### src/rtl/hp_vpu_wb_arb.sv
// VRF write-port arbiter: merges the E3 pipe, a queued reduction path and a
// multicycle handshake onto one registered VRF write port, with starvation bubbles.
module hp_vpu_wb_arb #(
  parameter int unsigned DLEN       = 64,
  parameter int unsigned RED_DEPTH  = 2,
  parameter int unsigned STARVE_MAX = 8
) (
  input  logic                   clk,
  input  logic                   rst,
  input  logic                   flush_i,
  input  logic                   pipe_valid_i,
  input  logic [4:0]             pipe_vd_i,
  input  logic [DLEN-1:0]        pipe_data_i,
  input  logic [DLEN/8-1:0]      pipe_be_i,
  input  logic                   red_valid_i,
  input  logic [4:0]             red_vd_i,
  input  logic [DLEN-1:0]        red_data_i,
  input  logic [DLEN/8-1:0]      red_be_i,
  output logic                   red_ready_o,
  input  logic                   mc_valid_i,
  input  logic [4:0]             mc_vd_i,
  input  logic [DLEN-1:0]        mc_data_i,
  input  logic [DLEN/8-1:0]      mc_be_i,
  output logic                   mc_ready_o,
  output logic                   vrf_we_o,
  output logic [4:0]             vrf_waddr_o,
  output logic [DLEN-1:0]        vrf_wdata_o,
  output logic [DLEN/8-1:0]      vrf_wbe_o,
  output logic                   wb_stall_o,
  output logic [RED_DEPTH-1:0]   pend_valid_o,
  output logic [5*RED_DEPTH-1:0] pend_vd_o
);
  localparam int unsigned BEW = DLEN / 8;
  localparam int unsigned PW  = $clog2(RED_DEPTH);
  localparam int unsigned CW  = $clog2(STARVE_MAX) + 1;

  typedef enum logic [1:0] {GNT_NONE, GNT_PIPE, GNT_RED, GNT_MC} gnt_e;

  logic [RED_DEPTH-1:0] occ_q, occ_d;
  logic [4:0]           qvd_q   [RED_DEPTH];
  logic [4:0]           qvd_d   [RED_DEPTH];
  logic [DLEN-1:0]      qdata_q [RED_DEPTH];
  logic [DLEN-1:0]      qdata_d [RED_DEPTH];
  logic [BEW-1:0]       qbe_q   [RED_DEPTH];
  logic [BEW-1:0]       qbe_d   [RED_DEPTH];
  logic [PW-1:0]        wr_ptr_q, wr_ptr_d, rd_ptr_q, rd_ptr_d;
  logic                 last_np_q, last_np_d;
  logic [CW-1:0]        cnt_q, cnt_d;
  logic                 we_q, we_d;
  logic [4:0]           waddr_q, waddr_d;
  logic [DLEN-1:0]      wdata_q, wdata_d;
  logic [BEW-1:0]       wbe_q, wbe_d;

  gnt_e gnt;
  logic stall, full, q_req, m_req, enq;

  always_comb begin
    stall = (cnt_q == CW'(STARVE_MAX));
    full  = &occ_q;
    q_req = |occ_q;
    m_req = mc_valid_i;
    gnt   = GNT_NONE;
    if (!flush_i) begin
      if (pipe_valid_i && !stall) gnt = GNT_PIPE;
      else if (q_req && m_req)    gnt = last_np_q ? GNT_MC : GNT_RED;
      else if (q_req)             gnt = GNT_RED;
      else if (m_req)             gnt = GNT_MC;
    end
    enq = red_valid_i && !full && !flush_i;

    occ_d     = occ_q;
    qvd_d     = qvd_q;
    qdata_d   = qdata_q;
    qbe_d     = qbe_q;
    wr_ptr_d  = wr_ptr_q;
    rd_ptr_d  = rd_ptr_q;
    last_np_d = last_np_q;
    cnt_d     = '0;
    we_d      = (gnt != GNT_NONE);
    waddr_d   = waddr_q;
    wdata_d   = wdata_q;
    wbe_d     = wbe_q;

    if (flush_i) begin
      occ_d     = '0;
      wr_ptr_d  = '0;
      rd_ptr_d  = '0;
      last_np_d = 1'b0;
    end else begin
      // Dequeue clears its slot before enqueue sets one, so a shared slot ends occupied.
      if (gnt == GNT_RED) begin
        occ_d[rd_ptr_q] = 1'b0;
        rd_ptr_d        = rd_ptr_q + PW'(1);
      end
      if (enq) begin
        occ_d[wr_ptr_q]   = 1'b1;
        qvd_d[wr_ptr_q]   = red_vd_i;
        qdata_d[wr_ptr_q] = red_data_i;
        qbe_d[wr_ptr_q]   = red_be_i;
        wr_ptr_d          = wr_ptr_q + PW'(1);
      end
      if (gnt == GNT_PIPE && (q_req || m_req)) cnt_d = cnt_q + CW'(1);
    end

    case (gnt)
      GNT_PIPE: begin
        waddr_d = pipe_vd_i;
        wdata_d = pipe_data_i;
        wbe_d   = pipe_be_i;
      end
      GNT_RED: begin
        waddr_d   = qvd_q[rd_ptr_q];
        wdata_d   = qdata_q[rd_ptr_q];
        wbe_d     = qbe_q[rd_ptr_q];
        last_np_d = 1'b1;
      end
      GNT_MC: begin
        waddr_d   = mc_vd_i;
        wdata_d   = mc_data_i;
        wbe_d     = mc_be_i;
        last_np_d = 1'b0;
      end
      default: ;
    endcase
  end

  always_ff @(posedge clk or posedge rst) begin
    if (rst) begin
      occ_q     <= '0;
      wr_ptr_q  <= '0;
      rd_ptr_q  <= '0;
      last_np_q <= 1'b0;
      cnt_q     <= '0;
      we_q      <= 1'b0;
      waddr_q   <= '0;
      wdata_q   <= '0;
      wbe_q     <= '0;
      for (int unsigned i = 0; i < RED_DEPTH; i++) begin
        qvd_q[i]   <= '0;
        qdata_q[i] <= '0;
        qbe_q[i]   <= '0;
      end
    end else begin
      occ_q     <= occ_d;
      wr_ptr_q  <= wr_ptr_d;
      rd_ptr_q  <= rd_ptr_d;
      last_np_q <= last_np_d;
      cnt_q     <= cnt_d;
      we_q      <= we_d;
      waddr_q   <= waddr_d;
      wdata_q   <= wdata_d;
      wbe_q     <= wbe_d;
      qvd_q     <= qvd_d;
      qdata_q   <= qdata_d;
      qbe_q     <= qbe_d;
    end
  end

  always_comb begin
    pend_vd_o = '0;
    for (int unsigned i = 0; i < RED_DEPTH; i++)
      if (occ_q[i]) pend_vd_o[5*i +: 5] = qvd_q[i];
  end

  assign pend_valid_o = occ_q;
  assign red_ready_o  = !full;
  assign mc_ready_o   = (gnt == GNT_MC) && !rst;
  assign wb_stall_o   = stall;
  assign vrf_we_o     = we_q;
  assign vrf_waddr_o  = waddr_q;
  assign vrf_wdata_o  = wdata_q;
  assign vrf_wbe_o    = wbe_q;
endmodule

### config.mk
export PLATFORM = sky130hd
export DESIGN_NAME = hp_vpu_wb_arb
export DESIGN_NICKNAME = d
export VERILOG_FILES = /design/src/rtl/hp_vpu_wb_arb.sv
export SDC_FILE = /design/constraint.sdc
export NUM_CORES = 1
export LEC_CHECK = 0
export ABC_CLOCK_PERIOD_IN_PS = 14900
export BUFFER_PORTS_ARGS = -buffer_cell sky130_fd_sc_hd__buf_4
export CAP_MARGIN = 40
export CORE_ASPECT_RATIO = 0.9
export CORE_MARGIN = 5
export CORE_UTILIZATION = 55
export DETAILED_ROUTE_END_ITERATION = 8
export PLACE_DENSITY = 0.94
export SLEW_MARGIN = 25
export SYNTH_ARGS = -nofsm -noshare
export SYNTH_HDL_FRONTEND = slang
export SYNTH_SLANG_ARGS = --single-unit
### constraint.sdc
create_clock -name clk -period 14.9 [get_ports clk]
set_clock_uncertainty 0.1 [all_clocks]
set_input_delay 0.745 -clock clk [delete_from_list [all_inputs] [get_ports clk]]
set_output_delay 0.745 -clock clk [all_outputs]
set_load 0.02 [all_outputs]
# Yosys cells after proc, flatten, opt, wreduce, memory -nomap -nowiden
# Index checks and enable logic that the tools add are counted.
[op_classes]
reduce_logical = 22
div = 0
shifts = 0
bitwise = 6
n_addsub = 3
n_lt_le_gt_ge = 7
multipliers = 0
n_eq_ne = 4
mux = 45
[op_table]
columns = ["operator", "n"]
rows = [
  ["$mux W64", 4],
  ["$pmux W64 S3", 1],
  ["$bwmux W128", 1],
  ["$demux W64 S1", 1],
  ["$mux W8", 4],
  ["$mux W5", 6],
  ["$pmux W8 S3", 1],
  ["$mux W2", 9],
  ["$bwmux W16", 1],
  ["$pmux W5 S3", 1],
  ["$bwmux W10", 1],
  ["$logic_and A1 B1 Y1", 9],
  ["$demux W8 S1", 1],
  ["$mux W1", 8],
  ["$mux W4", 2],
  ["$reduce_bool A2 Y1", 3],
  ["$reduce_bool A3 Y1", 2],
  ["$demux W5 S1", 1],
  ["$add A4 B1 Y4 const B", 1],
  ["$eq A2 B2 Y1 const B", 2],
  ["$eq A4 B4 Y1 const B", 1],
  ["$ge A2 B2 Y1 const B", 2],
  ["$logic_not A1 Y1", 4],
  ["$lt A1 B2 Y1 const B", 2],
  ["other kinds (14)", 19],
]
[totals]
mem_count = 0
regBits = 241
latch_bits = 0
inputBits = 237
rom_bits = 0
ramBits = 0

# Depth between registers and ports, before layout
[logic_depth]
depth_word = 11
depth_mapped = 9
depth_no_buf = 7

# Least setup slack after synthesis
# Ideal clock, no wire load.
[synth_path]
kind = "input to output"
start = "input port mc_valid_i"
end = "output port mc_ready_o"
path_buffers = 3
t_arrival_ns = 1.978
stages = 6
setup_slack_ns = 12.077
required_time_ns = 14.055
cell_sequence = "buf_2 nor3_2 a211o_1 buf_2 buf_2 nor3_1"
[synth_between]
elab_chain_len = 7
elab_cells_between_ends = 8
cone_classes = "1 x eq/ne; 5 x mux; 2 x reduce/logical"
[synth_lines]
columns = ["element", "line_no", "text"]
rows = [
  ["start, declared", "20", "input logic mc_valid_i,"],
  ["$mux W2", "67", "else if (m_req) gnt = GNT_MC;"],
  ["$mux W2", "66", "else if (q_req) gnt = GNT_RED;"],
  ["$mux W2 (*)", "65", "else if (q_req && m_req) gnt = last_np_q ? GNT_MC : GNT_RED;"],
  ["$mux W2 (*)", "64", "if (pipe_valid_i && !stall) gnt = GNT_PIPE;"],
  ["$mux W2 (*)", "63", "if (!flush_i) begin"],
  ["$eq A2 B2 Y1 (*)", "167", "assign mc_ready_o = (gnt == GNT_MC) && !rst;"],
  ["$logic_and A1 B1 Y1 (*)", "167", ""],
  ["end, declared", "24", "output logic mc_ready_o,"],
]
# Every way passes the cells marked *; elsewhere a longest branch is shown, timed or not.

# Worst setup path in the final report
# Same ends and word-level chain as after synthesis.

==> impl_metrics.tcl <==
set metrics [dict create \
    status "complete, no violations" \
    synthCells 923 \
    gr-usage-met3 0.0684 \
    peakVddDrop_mv 0.0844 \
    p_seq_frac 0.432 \
    ys_types 39 \
    leakagePower_nw 6.79 \
    cts_tree "yes" \
    dpl.hpwl_um 22700 \
    clock-sinks 241 \
    cp-start-kind "input pin" \
    ys_ff_latch 241 \
    setup_viol 0 \
    htree_num_levels 1 \
    areaGrowthSynthToFinish_pct 30.9 \
    p_comb_frac 0.269 \
    slew_violations 0 \
    placed_cells 1464 \
    antenna_found_initial 1 \
    rr_worst_depth 5 \
    core_mm2 0.0208 \
    met2_usage 0.465 \
    path_cells "buf_4, buf_12, nor3_2, a211o_2, nor3_1, buf_4" \
    place_ws_ns 11.22 \
    fin_tns_setup_ns 0 \
    slowest_stage "a211o_2" \
    drt-wirelength-per-cell_um 23.0 \
    num_rows 50 \
    dieArea_mm2 0.0242 \
    grt-ovfl-total 0 \
    place.gp.congestion 0.783 \
    use_met1 0.362 \
    cp.arrival_ns 2.30 \
    nets 1453 \
    end_kind "primary output" \
    path_clk_slew_ns 0.06 \
    vias 9362 \
    grt_busiest_layer "met2" \
    cp.required_ns 14.06 \
    nFillCells 1381 \
    grt_pass1_vias 9919 \
    postCtsHoldBufs 0 \
    die_w_um 163 \
    slew-limit-headroom 0.443 \
    seq_area_frac_synth 0.518 \
    grt_usage 0.278 \
    drc 0 \
    fmax_mhz 318 \
    crit_path_frequent_cell "buf_4" \
    crit_fanout 54 \
    swShare 0.287 \
    final_layout_size_suffix_gt1_frac 0.463 \
    grt_start_max_net_pins 111 \
    cts_resized 0 \
    worst_pin_slew_ns 0.835 \
    synth_warnings 0 \
    viasPerCell 6.17 \
    rsz0062_at_grt "no" \
    cts_setup_buffers 0 \
    grt_pass1_wl_um 54200 \
    synth_fp_nets 1162 \
    fp.dieH_um 148 \
    clockRootBuffer "clkbuf_16" \
    drt_iter0_markers 786 \
    min_period_ns 3.14 \
    dr.pass1.iters 5 \
    hold_viol 0 \
    hp-class "input pin to asynchronous set/reset pin" \
    drt-total-wl_um 34800 \
    synth.cell_area_mm2 0.0117 \
    cpPeakStageDelay_ns 0.37 \
    path_class "input pin to primary output" \
    io_pins 330 \
    power_frac_clock 0.298 \
    fin_ws_ns 11.76 \
    cts_buffer_depth 3 \
    fin_crit_sh 0.211 \
    p_switching_mw 0.608 \
    start_util 0.559 \
    portBuffers 329 \
    synth.avg_cell_area_um2 12.6 \
    insertion_delay_ns 0.52 \
    layout.cells.non_filler 1518 \
    postRouteAntennaNets 0 \
    power.density_mw_per_mm2 139 \
    internal_power_mw 1.51 \
    numCtsBuffers 26 \
    cap_violations 0 \
]
==> registers in the layout, indices dropped and copies added (netlist names) <==
signal	cells
qdata_q	128
qbe_q	16
cnt_q	4
vrf_wdata_o	64
qvd_q	10
rd_ptr_q	1
pend_valid_o	2
vrf_wbe_o	8
wr_ptr_q	1
last_np_q	1
vrf_waddr_o	5
vrf_we_o	1
==> final timing paths <==
path	from	to	slack [ns]
hold / removal	rst	vrf_wdata_o[11]$_DFFE_PP0P_	0.04
setup reg to reg	pend_valid_o[0]$_DFF_PP0_	qdata_q[25]$_DFFE_PP0P_	12.00
min in group clk	red_data_i[10]	qdata_q[74]$_DFFE_PP0P_	0.36
setup / recovery	mc_valid_i	mc_ready_o	11.76
max in group asynchronous	rst	vrf_wdata_o[29]$_DFFE_PP0P_	13.34
hold reg to reg	qdata_q[73]$_DFFE_PP0P_	qdata_q[73]$_DFFE_PP0P_	0.38
==> per-stage QoR <==
| step | area (um2) | utilization | hold slack (ns) | total power [mW] |
|---|---|---|---|---|
| floorplan | 11700 | - | 0.354 | 1.27 |
| global placement | 14100 | 0.679 | 0.364 | 1.44 |
| finish | 15300 | 0.732 | 0.0394 | 2.12 |
| global route | 15300 | 0.732 | 0.0287 | 2.22 |
| detailed placement | 14300 | 0.684 | 0.375 | 1.48 |
| CTS | 15100 | 0.724 | 0.309 | 2.12 |
==> cells by family after synthesis <==
| family | count (synthesis) | share of synthesized area |
|---|---|---|
| simple gates | 139 | 0.0625 |
| fa+ha+maj | 2 | 0.00215 |
| flops | 241 | 0.518 |
| buf+inv | 97 | 0.0433 |
| mux | 231 | 0.228 |
| compound gates | 210 | 0.144 |
| xor+xnor | 3 | 0.00226 |
==> worst max-delay path, delay by kind of cell <==
kind | cells | cell delay, ns
compound gates | 1 | 0.37
buf+inv | 3 | 0.79
simple gates | 2 | 0.32
==> cell usage in the layout, fill, tap and decap left out, drive strengths merged, types with 2 or more instances in the layout <==
cell	n
and2	11
o21ai	2
mux2	186
clkbuf	40
a31o	2
nor3	7
mux2i	45
ha	2
clkinv	2
o32ai	77
nor2	3
xor2	2
a21oi	46
buf	353
nand3	34
bufinv	2
inv	7
dfrtp	241
and3	32
nand2	49
a2bb2oi	77
==> power groups by stage <==
stage	Sequential (mW)	Combinational (mW)	Clock, mW
2_1_floorplan	0.939	0.327	0
3_3_place_gp	0.908	0.536	0
3_5_place_dp	0.920	0.560	0
4_1_cts	0.912	0.564	0.642
5_1_grt	0.932	0.612	0.672
6_report	0.915	0.570	0.631
==> layer usage <==
metal / share of wire / vias up
li1: - / 4072
met1: 0.39 / 4688
met2: 0.49 / 503
met3: 0.094 / 99
met4: 0.032 / 0
met5: 0 / -
==> layout make-up <==
class | instances | area [um2] | area share
tap | 286 | 358 | 0.0235
inverter | 7 | 33.8 | 0.00221
clock buffer | 40 | 744 | 0.0488
clock inverter | 5 | 77.6 | 0.00508
antenna | 1 | 2.50 | 0.000164
sequential | 241 | 6030 | 0.396
timing repair buffer | 353 | 2850 | 0.187
multi-input combinational | 585 | 5160 | 0.338
==> synthesized netlist by cell type <==
| cell type | instances | share of area |
|---|---|---|
| and2_1 | 11 | 0.0059 |
| a211oi_2 | 1 | 0.0011 |
| xnor2_1 | 1 | 0.00075 |
| mux2_2 | 137 | 0.13 |
| a21bo_4 | 1 | 0.0014 |
| o21bai_2 | 1 | 0.00097 |
| a211o_1 | 1 | 0.00075 |
| a31o_1 | 1 | 0.00075 |
| o32ai_1 | 77 | 0.058 |
| buf_2 | 43 | 0.018 |
| o21ai_0 | 1 | 0.00043 |
| or3_1 | 1 | 0.00054 |
| xor2_1 | 2 | 0.0015 |
| nand2_1 | 48 | 0.015 |
| nor2_1 | 2 | 0.00064 |
| a2bb2oi_1 | 77 | 0.058 |
| mux2_4 | 30 | 0.039 |
| and3_1 | 32 | 0.017 |
| a32o_1 | 1 | 0.00086 |
| mux2i_1 | 45 | 0.039 |
| nand3_1 | 34 | 0.015 |
| o2111a_1 | 1 | 0.00097 |
| ha_1 | 2 | 0.0021 |
| buf_4 | 9 | 0.0058 |
| clkbuf_1 | 31 | 0.010 |
| inv_1 | 7 | 0.0023 |
| mux2_1 | 19 | 0.018 |
| nor3_2 | 1 | 0.00086 |
| nand2_2 | 1 | 0.00054 |
| nor2_4 | 1 | 0.00097 |
| nor3_4 | 1 | 0.0014 |
| buf_6 | 7 | 0.0068 |
| o21ai_2 | 1 | 0.00075 |
| dfrtp_1 | 241 | 0.52 |
| or2_1 | 1 | 0.00054 |
| nor3_1 | 5 | 0.0021 |
| a31o_2 | 1 | 0.00075 |
| a21oi_1 | 46 | 0.020 |
| nand3b_4 | 1 | 0.0017 |
(Power assumes the default switching activity.)
